===== src/rtl/jtopl_vib_pkg.sv =====
// jtopl_vib shared constants: vibrato depth codes and LFO step width.
// Imported by the LFO and the offset stage.
package jtopl_vib_pkg;

  localparam int LFO_W = 3;

  localparam logic [1:0] VIB_QUART = 2'd0;
  localparam logic [1:0] VIB_SHAL  = 2'd1;
  localparam logic [1:0] VIB_DEEP  = 2'd2;
  localparam logic [1:0] VIB_DBL   = 2'd3;

endpackage


===== src/rtl/jtopl_vib_lfo.sv =====
// Vibrato LFO: sample prescaler plus 3-bit step counter.
// JTOPL_VIB_FAST_EN adds vib_fast, stepping on every sample.
module jtopl_vib_lfo
  import jtopl_vib_pkg::*;
#(
  parameter int DIVW = 10
) (
  input  logic             clk,
  input  logic             rst_n,
  input  logic             cen,
  input  logic             zero,
`ifdef JTOPL_VIB_FAST_EN
  input  logic             vib_fast,
`endif
  output logic [LFO_W-1:0] vib_cnt
);

  localparam logic [DIVW-1:0]  PRE_ONE = 1;
  localparam logic [LFO_W-1:0] CNT_ONE = 1;

  logic [DIVW-1:0]  pre_q, pre_d;
  logic [LFO_W-1:0] cnt_q, cnt_d;
  logic             fast;

`ifdef JTOPL_VIB_FAST_EN
  assign fast = vib_fast;
`else
  assign fast = 1'b0;
`endif

  always_comb begin
    pre_d = pre_q;
    cnt_d = cnt_q;
    if (cen && zero) begin
      if (fast) begin
        pre_d = '0;
        cnt_d = cnt_q + CNT_ONE;
      end else begin
        pre_d = pre_q + PRE_ONE;
        if (&pre_q) cnt_d = cnt_q + CNT_ONE;
      end
    end
  end

  always_ff @(posedge clk or negedge rst_n) begin
    if (!rst_n) begin
      pre_q <= '0;
      cnt_q <= '0;
    end else begin
      pre_q <= pre_d;
      cnt_q <= cnt_d;
    end
  end

  assign vib_cnt = cnt_q;

endmodule


===== src/rtl/jtopl_vib.sv =====
// Vibrato engine: LFO plus registered signed phase-modulation offset.
// Optional macro JTOPL_VIB_FAST_EN adds the vib_fast test input.
module jtopl_vib
  import jtopl_vib_pkg::*;
#(
  parameter int FW   = 10,
  parameter int DIVW = 10,
  parameter int OW   = 5
) (
  input  logic             clk,
  input  logic             rst_n,
  input  logic             cen,
  input  logic             zero,
`ifdef JTOPL_VIB_FAST_EN
  input  logic             vib_fast,
`endif
  input  logic [FW-1:0]    fnum,
  input  logic [1:0]       vib_dep,
  input  logic             viben,
  output logic [LFO_W-1:0] vib_cnt,
  output logic [OW-1:0]    pm_offset
);

  logic [2:0]    base;
  logic [3:0]    base4;
  logic [3:0]    mag;
  logic [OW-1:0] mag_x;
  logic [OW-1:0] pm_d, pm_q;
  logic          unused_fnum;

  jtopl_vib_lfo #(
    .DIVW(DIVW)
  ) u_lfo (
    .clk     (clk),
    .rst_n   (rst_n),
    .cen     (cen),
    .zero    (zero),
`ifdef JTOPL_VIB_FAST_EN
    .vib_fast(vib_fast),
`endif
    .vib_cnt (vib_cnt)
  );

  // only the top three F-number bits set the vibrato swing
  assign unused_fnum = ^fnum;
  assign base  = fnum[FW-1:FW-3] >> vib_cnt[0];
  assign base4 = {1'b0, base};

  always_comb begin
    mag = '0;
    unique case (vib_dep)
      VIB_QUART: mag = base4 >> 2;
      VIB_SHAL:  mag = base4 >> 1;
      VIB_DEEP:  mag = base4;
      VIB_DBL:   mag = base4 << 1;
    endcase
    if (vib_cnt[1:0] == 2'd0 || !viben) mag = '0;
  end

  assign mag_x = {{(OW-4){1'b0}}, mag};
  assign pm_d  = vib_cnt[2] ? -mag_x : mag_x;

  always_ff @(posedge clk or negedge rst_n) begin
    if (!rst_n) pm_q <= '0;
    else if (cen) pm_q <= pm_d;
  end

  assign pm_offset = pm_q;

endmodule


===== config.mk =====
export PLATFORM = sky130hd
export DESIGN_NAME = jtopl_vib
export DESIGN_NICKNAME = d
export VERILOG_FILES = /design/src/rtl/jtopl_vib_pkg.sv /design/src/rtl/jtopl_vib_lfo.sv /design/src/rtl/jtopl_vib.sv
export SDC_FILE = /design/constraint.sdc
export NUM_CORES = 1
export LEC_CHECK = 0
export ABC_AREA = 1
export ABC_CLOCK_PERIOD_IN_PS = 2250
export CORE_AREA = 2 2 65 74
export DETAILED_ROUTE_END_ITERATION = 7
export DIE_AREA = 0 0 67 76
export HOLD_SLACK_MARGIN = 0.08
export PLACE_DENSITY = 0.53
export SYNTH_ARGS = -nofsm -noshare
export SYNTH_HDL_FRONTEND = slang
export SYNTH_SLANG_ARGS = --single-unit

===== constraint.sdc =====
create_clock -name clk -period 2.25 [get_ports clk]
set_input_delay 0.225 -clock clk [delete_from_list [all_inputs] [get_ports clk]]
set_output_delay 0.225 -clock clk [all_outputs]
set_load 0.1 [all_outputs]

Word-level counts from Yosys, hierarchy flattened
Index checks and enable logic that the tools add are counted.
W data, S select, Z words.
- add/subtract/negate cells: 3
- eq/ne operators: 3
- shift-type cells: 1
- muxes and demuxes: 3
- reductions and logical operators: 6
- operators with widths (cell ; count):
    $pmux W4 S4 ; 1
    $reduce_and A11 Y1 ; 1
    $add A10 B1 Y10 const B ; 1
    $mux W5 ; 1
    $neg A4 Y5 ; 1
    $eq A2 B2 Y1 const B ; 2
    $logic_not A2 Y1 ; 2
    $mux W4 ; 1
    $add A3 B1 Y3 const B ; 1
    $shr A3 B1 Y3 ; 1
    $eq A2 B1 Y1 const B ; 1
    $logic_and A1 B1 Y1 ; 1
    $logic_not A1 Y1 ; 1
    $logic_or A1 B1 Y1 ; 1
- bits in registers: 18
- input port bits: 17
- output and inout port bits: 8
- logic and storage cells: 19

Depth between registers and ports, before layout
Gate-level depths: netlist of the first run.
- depth in word-level cells: 5
- gate-level depth with buffers: 11
- depth with buffers taken out: 11

By module
A second synthesis of the first run with hierarchy kept.
- cell total of the unflattened synthesis: 134
- area, all modules: 1073.5 µm²
- by module, submodules not included (module ; times used ; cells an instance ; area each (µm²) ; seq. area each (µm²)):
    jtopl_vib_lfo ; 1 ; 72 ; 668.1 ; 325.3
    jtopl_vib ; 1 ; 62 ; 405.4 ; 125.1

Worst setup path after synthesis of the first run
No wires, ideal clock.
- kind: reg-to-reg
- start point: register u_lfo.cnt_q[0], in the netlist u_lfo.vib_cnt[0]
- end point: register pm_q[2], in the netlist pm_offset[2]
- setup time: 0.129 ns
- arrival time: 2.246 ns
- data required time: 2.121 ns
- path slack: -0.125 ns
- stages on the path, launching flop included: 10
- buffers on the path: 0
- clock period less this slack: 2.375 ns
- cell sequence: dfrtp_1 inv_1 ha_1 nor2_1 nand2_1 ha_1 inv_1 nand2_1 xnor2_1 o21ai_0
- longest elaborated chain between the ends: 5
- elaborated cells on any way between the ends: 7
- classes of those cells: add/sub (1); shift (1); mux (3); reduce/logical (2)
- ends and longest elaborated chain (element ; RTL line ; source):
    from (decl) ; jtopl_vib_lfo.sv:22 ; logic [LFO_W-1:0] cnt_q, cnt_d;
    from (signal assigned) ; jtopl_vib_lfo.sv:51 ; cnt_q <= cnt_d;
    $shr A3 B1 Y3 / $logic_not A2 Y1 (equally long branches) ; jtopl_vib.sv:46, jtopl_vib.sv:57 ;
    $pmux W4 S4 / $logic_or A1 B1 Y1 (equally long branches) ; jtopl_vib.sv:51, jtopl_vib.sv:57 ;
    $mux W4 (*) ; jtopl_vib.sv:57 ; if (vib_cnt[1:0] == 2'd0 || !viben) mag = '0;
    $neg A4 Y5 ; jtopl_vib.sv:61 ; assign pm_d = vib_cnt[2] ? -mag_x : mag_x;
    $mux W5 (*) ; jtopl_vib.sv:61 ;
    to (signal assigned) ; jtopl_vib.sv:65 ; else if (cen) pm_q <= pm_d;
    to (decl) ; jtopl_vib.sv:28 ; logic [OW-1:0] pm_d, pm_q;
Mark *: on every way between the ends. The rest lies on a longest branch, timed or not.
A chain may end at the register's enable or synchronous reset.

Worst setup path after layout of the first run
Ends and elaborated chain as after synthesis.

==> summary.md, run 1 <==
| Metric | Value |
|---|---|
| Final Cycle Share | `0.777` |
| Initial antenna violation count | `0` |
| Actual slew at the worst max-slew pin | `0.337 ns` |
| Pin count of the biggest net entering global routing | `19` |
| Status | `finished clean` |
| Synth Area in Compound Gates | `0.0382` |
| CTS tree | `built` |
| Post-CTS sizing | `0` |
| Initial DRC Count | `27` |
| Final worst setup slack | `between 0.5 and 0.6 ns` |
| Post-synthesis mux area share | `0.0148` |
| Slowest stage cell, crit path | `dfrtp_2` |
| Clock transition at path regs | `about 0.070 ns` |
| Cell variety after synth | `19` |
| Via count | `789` |
| Setup_tns | `0 ns` |
| XOR/XNOR Fraction of Synth Area | `0.104` |
| Dpl cell area | `between 1000 and 1500 µm²` |
| Vias/cell | `roughly 4` |
| Final setup fails | `0` |
| RSZ-0062 raised after global routing | `false` |
| Top Family by Delay on Critical Path | `adder cells` |
| Leak pwr | `0.669 nW` |
| Antenna-violating nets left | `0` |
| Final Slew Violations | `0` |
| Post-layout util | `0.292` |
| Syn nets | `between 100 and 150` |
| Critical path's largest stage delay | `roughly 0.40 ns` |
| Worst path cell trace | `inv_1 -> ha_1 -> nor2_1 -> nand2_1 -> ha_1 -> inv_1 -> nand2_1 -> xnor2_1 -> o21ai_0` |
| Achievable clock frequency | `roughly 0.57 GHz` |
| PwrDens | `663 nW/µm²` |
| Total CTS buffers | `3` |
| PortBufs | `17` |
| Crit path depth | `9` |
| Number of placed I/O pins | `25` |
| Critical Path Sink Type | `register` |
| Die area | `5090 µm²` |
| First-pass DRT Iterations | `4` |
| Cts hold-fix bufs | `0` |
| Worst vdd ir | `~0.00020 V` |
| Congestion Overflow GR | `0` |
| Initial Util | `0.229` |
| Pre-CTS setup slack | `0.340 ns` |
| Longest Clk Path Bufs | `2` |
| Post-Syn Area | `1010 µm²` |
| Nets | `about 170` |
| Worst Hold Class | `in -> async` |
| Die Ht | `between 70 and 80 µm` |
| Final instance area | `1290 µm²` |
| Row cnt | `26` |
| Final Non-Filler Cells | `about 200` |
| Setup Skew | `just over 0.005 ns` |
| Clk_lat worst skew | `0.25 ns` |
| Worst path arrival time | `around 1.9 ns` |
| Core area | `between 4000 and 5000 µm²` |
| Hold Fails Final Rpt | `0` |
| Synth Register Bits | `18` |
| Drt drc | `0` |
| Post-CTS Setup Repair Bufs | `0` |
| H-tree depth | `1` |
| Seq/Total Area, Yosys | `0.444` |
| Worst Path Max Fanout | `5` |
| Inserted Diodes | `0` |
| Routed wire per std cell | `9.18 µm` |
| Synth Area in Adders | `0.0493` |
| All-Layer GR Usage | `0.0791` |
| WS Path Type | `reg -> reg` |
| Clk root buf | `clkbuf_8` |
| Area growth syn-to-layout | `27.4%` |
| Cell total after placement | `just under 200` |
| Startpoint types | `register` |
| First-pass GRT wire length | `roughly 3100 µm` |
| Die Wd | `67 µm` |
| CTS Sinks | `18` |
| RD Place Congestion | `just under 0.8` |
| Slew headroom | `0.773` |
| Post-Synth Simple-Gate Area | `0.273` |
| Largest family of logic cells by synthesized area | `simple AND/OR/NAND/NOR gates` |
| Gate count of the mapped netlist | `around 120` |
| Total of max-cap violations | `0` |
| Worst EP required | `between 2 and 2.5 ns` |
| Vias in the first global route | `approximately 740` |
| Placed wire-length estimate | `between 1000 and 1500 µm` |
| Yosys warnings | `0` |
| Post-Synthesis Mean Instance Area | `8.25 µm²` |
| FF-to-FF path depth | `9` |
| Routed WL | `~1800 µm` |
| Share of layout cells above drive strength 1 | `0.145` |
| Crit path buffers/inverters | `2` |
| Crit path time final | `~1.7 ns` |
[power breakdown]
group,leakage [nW],switching (W),internal [W]
Clock,0.0228,0.000107,0.000126
Combinational,0.431,0.000120,0.0000782
Sequential,0.215,0.0000445,0.000382
[cells in the final DEF (no fill, tap or decap), types with 2 or more instances in the layout]
master           netlist  final
buf_4                  0     10
clkdlybuf4s50_1        0      9
ha_1                   4      4
o21ai_0                5      5
clkbuf_8               0      3
dfrtp_1               18     17
nand3_1                7      7
xor2_1                 7      7
nor2_1                 6      6
nor3_1                 2      2
xnor2_1                5      5
nand2_2                2      2
inv_1                 20     20
nand2_1               39     39
[sequential cells by signal, summed over array words and instances, names as in the netlist]
register and count:
pm_offset 5, u_lfo.vib_cnt 3, u_lfo.pre_q 10
[cells in the mapped netlist (all sizes together)]
library cell,n,share of area
ha,4,0.049
nand2,41,0.16
o21ai,5,0.025
nor3,3,0.026
a31o,1,0.0086
xor2,7,0.060
nand3,7,0.035
nand4,2,0.027
inv,20,0.074
a21oi,1,0.0049
mux2,1,0.015
xnor2,5,0.043
clkbuf,1,0.0037
nor2,7,0.028
dfrtp,18,0.44
[path summary, 6_finish.rpt]
check | start | endpoint | slack [ns]
max | u_lfo.vib_cnt[0]$_DFFE_PN0P_ | pm_offset[2]$_DFFE_PN0P_ | 0.50
min | rst_n | u_lfo.pre_q[4]$_DFFE_PN0P_ | 0.30
max reg2reg | u_lfo.vib_cnt[0]$_DFFE_PN0P_ | pm_offset[2]$_DFFE_PN0P_ | 0.50
min reg2reg | u_lfo.pre_q[6]$_DFFE_PN0P_ | u_lfo.pre_q[6]$_DFFE_PN0P_ | 0.47
max in group asynchronous | rst_n | u_lfo.vib_cnt[0]$_DFFE_PN0P_ | 1.73
min in group clk | u_lfo.pre_q[6]$_DFFE_PN0P_ | u_lfo.pre_q[6]$_DFFE_PN0P_ | 0.47
[area by class of cell]
| cell class | instances | area, µm² |
|---|---|---|
| fill | 504 | 3130 |
| inverter | 20 | 75.1 |
| clock buffer | 4 | 45.0 |
| sequential | 18 | 452 |
| tap | 56 | 70.1 |
| timing repair buffer | 19 | 165 |
| multi-input combinational | 84 | 485 |
[logic make-up (layout without fill, tap and decap cells)]
| family | count (synthesis) | in the layout |
|---|---|---|
| flops | 18 | 18 |
| fa+ha+maj | 4 | 4 |
| buf+inv | 21 | 43 |
| xor+xnor | 12 | 12 |
| simple gates | 60 | 60 |
| compound gates | 7 | 7 |
| mux | 1 | 1 |
[through the flow]
stage                     power (W)  hold slack (ns)
final                      0.000857            0.305
after global routing       0.000918            0.327
after CTS                  0.000870            0.314
after detailed placement   0.000633            0.463
after global placement     0.000631            0.462
after floorplan            0.000573          -0.0706
[metal layers]
metal  GRT usage  wire length (µm)  up-vias  share of wire
met5           0                 0        -              0
met4      0.0367                26        0          0.014
met3      0.0192               107        4          0.058
met2       0.128               835       15           0.45
met1      0.0970               875      350           0.47
li1            -                 -      420              -
(Power assumes the default switching activity.)
==> inputs of run 2 (changes only) <==
ABC_CLOCK_PERIOD_IN_PS = 1400   (was 2250)
PLACE_DENSITY = 0.54   (was 0.53)
clock period = 1.4 ns   (was 2.25 ns; I/O delays follow)
==> summary.md, run 2 (synthesized netlist as in run 1, its figures left out) <==
| Metric | Value |
|---|---|
| Actual slew at the worst max-slew pin | `0.245 ns (-0.0920 ns)` |
| RSZ-0062 raised after global routing | `true` |
| Die Wd | `67 µm (unchanged)` |
| Final Cycle Share | `1.11 (+0.336)` |
| Worst Hold Class | `in -> async` |
| Row cnt | `26 (unchanged)` |
| Status | `finished, violations left` |
| WS Path Type | `reg -> reg` |
| Most frequent cells in the layout | `28 x nand2_1, 18 x buf_4, 16 x inv_1` |
| Antenna-violating nets left | `0 (unchanged)` |
| Pin count of the biggest net entering global routing | `19 (unchanged)` |
| Setup_tns | `-0.421 ns (-0.421 ns)` |
| Initial Util | `0.229 (unchanged)` |
| Pre-CTS setup slack | `-0.330 ns (-0.670 ns)` |
| Leak pwr | `0.806 nW (+20%)` |
| Crit-path most repeated cell | `nand2_2` |
| Area of the multi-input gates | `586 µm² (+21%)` |
| Violated checks | `setup timing` |
| Worst path arrival time | `1.74 ns (-0.14 ns)` |
| Clk_lat worst skew | `0.25 ns (about the same)` |
| Slowest stage cell, crit path | `dfrtp_4` |
| Final hold slack | `0.220 ns (-0.0843 ns)` |
| Routed WL | `2250 µm (+22%)` |
| Area growth syn-to-layout | `61.7%` |
| FF/Latch Area | `459 µm² (+1.7%)` |
| M1 WL | `951 µm (+8.7%)` |
| Commonest non-fill, non-tap cell in the layout | `nand2_1` |
| First-pass GRT wire length | `3800 µm (+21%)` |
| Vias in the first global route | `905 (+22%)` |
| Met2 Routed Length | `1150 µm (+38%)` |
| PortBufs | `17 (unchanged)` |
| Layout filler cell count | `464 (-7.9%)` |
| Crit path time final | `1.56 ns (-0.190 ns)` |
| Total of max-cap violations | `0 (unchanged)` |
| Hold Fails Final Rpt | `0 (unchanged)` |
| CTS tree | `built` |
| Startpoint types | `register` |
| Number of placed I/O pins | `25 (unchanged)` |
| Critical path's largest stage delay | `0.52 ns (+0.12 ns)` |
| Met3 wire length | `109 µm (+1.9%)` |
| First-pass DRT Iterations | `2 (-2)` |
| Inserted Diodes | `0 (unchanged)` |
| Final Slew Violations | `0 (unchanged)` |
| Worst path cell trace | `inv_8 -> nand2_2 -> nand2_2 -> nand2_1 -> nand3_1 -> nand2_2 -> ha_4 -> inv_2 -> nand2_2 -> xnor2_2 -> o21ai_1` |
| Initial antenna violation count | `0 (unchanged)` |
| Routed wire per std cell | `10.4 µm (+13%)` |
| Placed wire-length estimate | `1570 µm (+11%)` |
| Clk root buf | `clkbuf_8` |
| Total CTS buffers | `3 (unchanged)` |
| Achievable clock frequency | `0.642 GHz (+12%)` |
| Worst Path Max Fanout | `5 (unchanged)` |
| PwrDens | `909 nW/µm² (+37%)` |
| Max FFs per register | `10 (unchanged)` |
| DR top layer | `met4` |
| Congestion Overflow GR | `0 (unchanged)` |
| Worst vdd ir | `0.000494 V (+150%)` |
| Via count | `879 (+11%)` |
| Initial DRC Count | `20 (-26%)` |
| Core area | `4420 µm² (unchanged)` |
| Die Ht | `76 µm (unchanged)` |
| Critical Path Sink Type | `register` |
| Worst EP required | `1.58 ns (-0.81 ns)` |
| Setup Skew | `0.00120 ns (-0.00387 ns)` |
| Vias/cell | `4.05 (+3.2%)` |
| Share of layout cells above drive strength 1 | `0.398 (+0.253)` |
| Nets | `183 (+9.6%)` |
| H-tree depth | `1 (unchanged)` |
| Final setup fails | `4 (+4)` |
| Longest Clk Path Bufs | `2 (unchanged)` |
| Largest reg by FF count | `u_lfo.pre_q` |
| All-Layer GR Usage | `0.0970 (+0.0179)` |
| Clock transition at path regs | `0.07 ns (about the same)` |
| Die area | `5090 µm² (unchanged)` |
| Slew headroom | `0.836 (+0.0631)` |
| Final worst setup slack | `-0.158 ns (-0.660 ns)` |
| RD Place Congestion | `0.780 (+1.2%)` |
| CTS Sinks | `18 (unchanged)` |
| Drt drc | `0 (unchanged)` |
==> run 2: per-stage QoR <==
step	power [W]	area (µm²)	util	std cells
6_report	0.00149	1640	0.371	217
2_1_floorplan	0.000926	1060	-	123
3_5_place_dp	0.00106	1490	0.337	211
5_1_grt	0.00160	1640	0.371	217
3_3_place_gp	0.00106	1490	0.337	211
4_1_cts	0.00150	1580	0.357	216
==> run 2: metal layers <==
| metal | vias to the layer above | track usage |
|---|---|---|
| li1 | 455 | - |
| met2 | 16 | 0.160 |
| met3 | 4 | 0.0251 |
| met1 | 404 | 0.115 |
| met4 | 0 | 0.0429 |
| met5 | - | 0 |
==> run 2: worst paths after layout <==
kind,slack (ns),to,depth (start not counted),from
hold / removal,0.22,u_lfo.vib_cnt[0]$_DFFE_PN0P_,2,rst_n
setup reg to reg,-0.16,pm_offset[2]$_DFFE_PN0P_,11,u_lfo.vib_cnt[0]$_DFFE_PN0P_
max in group asynchronous,0.96,u_lfo.vib_cnt[1]$_DFFE_PN0P_,2,rst_n
hold reg to reg,0.48,u_lfo.pre_q[6]$_DFFE_PN0P_,1,u_lfo.pre_q[6]$_DFFE_PN0P_
min in group clk,0.33,pm_offset[3]$_DFFE_PN0P_,4,cen
setup / recovery,-0.16,pm_offset[2]$_DFFE_PN0P_,11,u_lfo.vib_cnt[0]$_DFFE_PN0P_
==> run 2: worst max-delay path, delay by kind of cell, from the launching register on <==
kind / cells / cell delay [ns]
and+or+nand+nor: 6 / 0.39
AOI/OAI and AO/OA: 1 / 0.13
xor gates and xnor gates: 1 / 0.13
DFF: 1 / 0.52
adders and majority gates: 1 / 0.16
buffers and inverters: 2 / 0.14
==> run 2: cell type report <==
| class | count | share of cell area |
|---|---|---|
| clock buffers | 4 | 0.0336 |
| well taps | 56 | 0.0427 |
| repair buffers | 35 | 0.236 |
| flip-flops and latches | 18 | 0.280 |
| multi-input cells | 84 | 0.357 |
| inverters | 20 | 0.0503 |
==> run 2: where the power goes <==
group	switching (W)	internal (W)	leakage [nW]
clock network	0.000177	0.000250	0.0288
logic	0.000217	0.000165	0.565
registers	0.0000681	0.000614	0.212
==> run 2: timing repair <==
action | in CTS | in global routing
setup buffers | 1 | 1
pin swaps | 1 | 8
setup endpoints to repair | 3 | 9
gates resized for setup | 8 | 14
hold buffers | 0 | 0
endpoints found under the hold margin | 0 | 0
==> inputs of run 3 (changes only) <==
CORE_AREA = 2 2 50 56   (was 2 2 65 74)
DIE_AREA = 0 0 52 58   (was 0 0 67 76)
PLACE_DENSITY = 0.81   (was 0.54)
==> summary.md, run 3 (synthesized netlist as in run 1, its figures left out) <==
| Metric | Value |
|---|---|
| Status | `finished, violations left` |
| Violated checks | `setup timing` |
| Worst path arrival time | `1.87 ns (+0.13 ns)` |
| Achievable clock frequency | `0.589 GHz (-8.2%)` |
| Pin count of the biggest net entering global routing | `19 (unchanged)` |
| Die Ht | `58 µm (-24%)` |
| Startpoint types | `register` |
| Worst Path Max Fanout | `5 (unchanged)` |
| Clk root buf | `clkbuf_4` |
| Via count | `965 (+9.8%)` |
| Total power draw | `0.00136 W (-8.6%)` |
| Max FFs per register | `10 (unchanged)` |
| Most frequent cells in the layout | `27 x nand2_1, 15 x inv_1, 15 x buf_4, 15 x dfrtp_1, 9 x clkdlybuf4s50_1` |
| Die Wd | `52 µm (-22%)` |
| Antenna-violating nets left | `0 (unchanged)` |
| CTS tree | `built` |
| Commonest non-fill, non-tap cell in the layout | `nand2_1` |
| Total CTS buffers | `3 (unchanged)` |
| Worst Hold Class | `in -> async` |
| Critical path launch point | `u_lfo.vib_cnt[0]$_DFFE_PN0P_` |
| Final instance area | `1620 µm² (-1.4%)` |
| Crit path buffers/inverters | `2 (unchanged)` |
| Nets | `182 (-0.55%)` |
| Final hold slack | `0.176 ns (-0.0445 ns)` |
| Longest Clk Path Bufs | `2 (unchanged)` |
| Hold Fails Final Rpt | `0 (unchanged)` |
| Number of placed I/O pins | `25 (unchanged)` |
| First-pass GRT wire length | `4220 µm (+11%)` |
| Core area | `2450 µm² (-45%)` |
| Final Slew Violations | `0 (unchanged)` |
| Layout filler cell count | `172 (-63%)` |
| Initial Util | `0.414 (+0.185)` |
| Routed wire per std cell | `14.8 µm (+43%)` |
| Row cnt | `19 (-27%)` |
| Setup Skew | `0.00738 ns (+0.00619 ns)` |
| Initial DRC Count | `21 (+5.0%)` |
| Largest reg by FF count | `u_lfo.pre_q` |
| Total of max-cap violations | `0 (unchanged)` |
| Setup_tns | `-1.08 ns (-0.660 ns)` |
| Share of layout cells above drive strength 1 | `0.406 (+0.00873)` |
| Routed WL | `2830 µm (+26%)` |
| Worst path cell trace | `inv_8 -> nand2_4 -> nand2_4 -> nand2_1 -> nand3_2 -> nand2_2 -> ha_4 -> inv_2 -> nand2_2 -> xnor2_1 -> o21ai_1` |
| Inserted Diodes | `0 (unchanged)` |
| Final Cycle Share | `1.21 (+0.0995)` |
| Congestion Overflow GR | `0 (unchanged)` |
| Worst r2r src | `u_lfo.vib_cnt[0]$_DFFE_PN0P_` |
| Top Family by Delay on Critical Path | `flip-flops` |
| CTS Sinks | `18 (unchanged)` |
| Actual slew at the worst max-slew pin | `0.268 ns (+0.0225 ns)` |
| Clk_lat worst skew | `0.29 ns (+0.04 ns)` |
| Vias/cell | `5.05 (+25%)` |
| Worst vdd ir | `0.000751 V (+52%)` |
| Initial antenna violation count | `0 (unchanged)` |
| Final setup fails | `6 (+2)` |
| Final worst setup slack | `-0.297 ns (-0.139 ns)` |
| Worst EP required | `1.58 ns (about the same)` |
| Critical path's largest stage delay | `0.54 ns (+0.02 ns)` |
| RSZ-0062 raised after global routing | `true` |
| Vias in the first global route | `986 (+9.0%)` |
| Area growth syn-to-layout | `59.4%` |
| Placed wire-length estimate | `1780 µm (+13%)` |
| Die area | `3020 µm² (-41%)` |
| Crit path time final | `1.70 ns (+0.139 ns)` |
| Leak pwr | `0.833 nW (+3.4%)` |
| RD Place Congestion | `0.743 (-4.8%)` |
| Slowest stage cell, crit path | `dfrtp_4` |
| PortBufs | `17 (unchanged)` |
| Drt drc | `0 (unchanged)` |
| All-Layer GR Usage | `0.192 (+0.0953)` |
| PwrDens | `842 nW/µm² (-7.4%)` |
| Clock transition at path regs | `0.10 ns (+0.03 ns)` |
| Slew headroom | `0.821 (-0.0157)` |
| Dpl cell area | `1420 µm² (-4.6%)` |
| First-pass DRT Iterations | `4 (+2)` |
| WS Path Type | `reg -> reg` |
| H-tree depth | `1 (unchanged)` |
| Critical Path Sink Type | `register` |
[run 3: cell count changes in the layout (fill, tap and decap cells not counted), moves of 2 or more]
cell / delta
clkbuf_8: -4
nand2_4: +4
buf_4: -3
clkbuf_4: +3
nand2_2: -3
buf_6: +2
[run 3: final timing paths]
check / endpoint / slack [ns] / cells after the start
max: pm_offset[2]$_DFFE_PN0P_ / -0.30 / 11
min: pm_offset[1]$_DFFE_PN0P_ / 0.18 / 2
max reg2reg: pm_offset[2]$_DFFE_PN0P_ / -0.30 / 11
min reg2reg: u_lfo.pre_q[6]$_DFFE_PN0P_ / 0.48 / 1
max in group asynchronous: u_lfo.vib_cnt[0]$_DFFE_PN0P_ / 1.00 / 2
min in group clk: u_lfo.pre_q[6]$_DFFE_PN0P_ / 0.48 / 1
[run 3: metal layers]
layer	wire [µm]	up-vias	part of all wire	GRT usage
li1	-	454	-	-
met1	1090	473	0.39	0.224
met2	1520	24	0.54	0.324
met3	71	14	0.025	0.0258
met4	151	0	0.053	0.132
met5	0	-	0	0
[run 3: repair_timing]
| action | 4_1_cts | 5_1_grt |
|---|---|---|
| hold buffers | 0 | 0 |
| endpoints found under the setup margin | 4 | 7 |
| pin swaps | 8 | 9 |
| gates resized for setup | 14 | 20 |
| setup buffers | 5 | 1 |
| gates cloned | 0 | 0 |
[run 3: cell type report]
cell class / count / area [µm²] / area share
repair buffers: 34 / 385 / 0.238
multi-input cells: 84 / 623 / 0.385
flip-flops and latches: 18 / 459 / 0.284
inverters: 20 / 85.1 / 0.0526
well taps: 31 / 38.8 / 0.0240
clock buffers: 4 / 26.3 / 0.0162
[run 3: where the power goes]
part | total, W | internal (W) | switching (W) | leakage [nW]
combinational | 0.000410 | 0.000170 | 0.000240 | 0.606
sequential | 0.000695 | 0.000613 | 0.0000819 | 0.212
clock | 0.000258 | 0.000111 | 0.000147 | 0.0150
total | 0.00136 | 0.000894 | 0.000469 | 0.833
[run 3: per-stage QoR]
| step | instances | setup WS, ns | utilization |
|---|---|---|---|
| after global routing | 191 | -0.339 | 0.661 |
| after floorplan | 123 | -0.269 | - |
| after detailed placement | 181 | -0.376 | 0.582 |
| after global placement | 181 | -0.292 | 0.582 |
| after CTS | 190 | -0.171 | 0.625 |
| final | 191 | -0.297 | 0.661 |
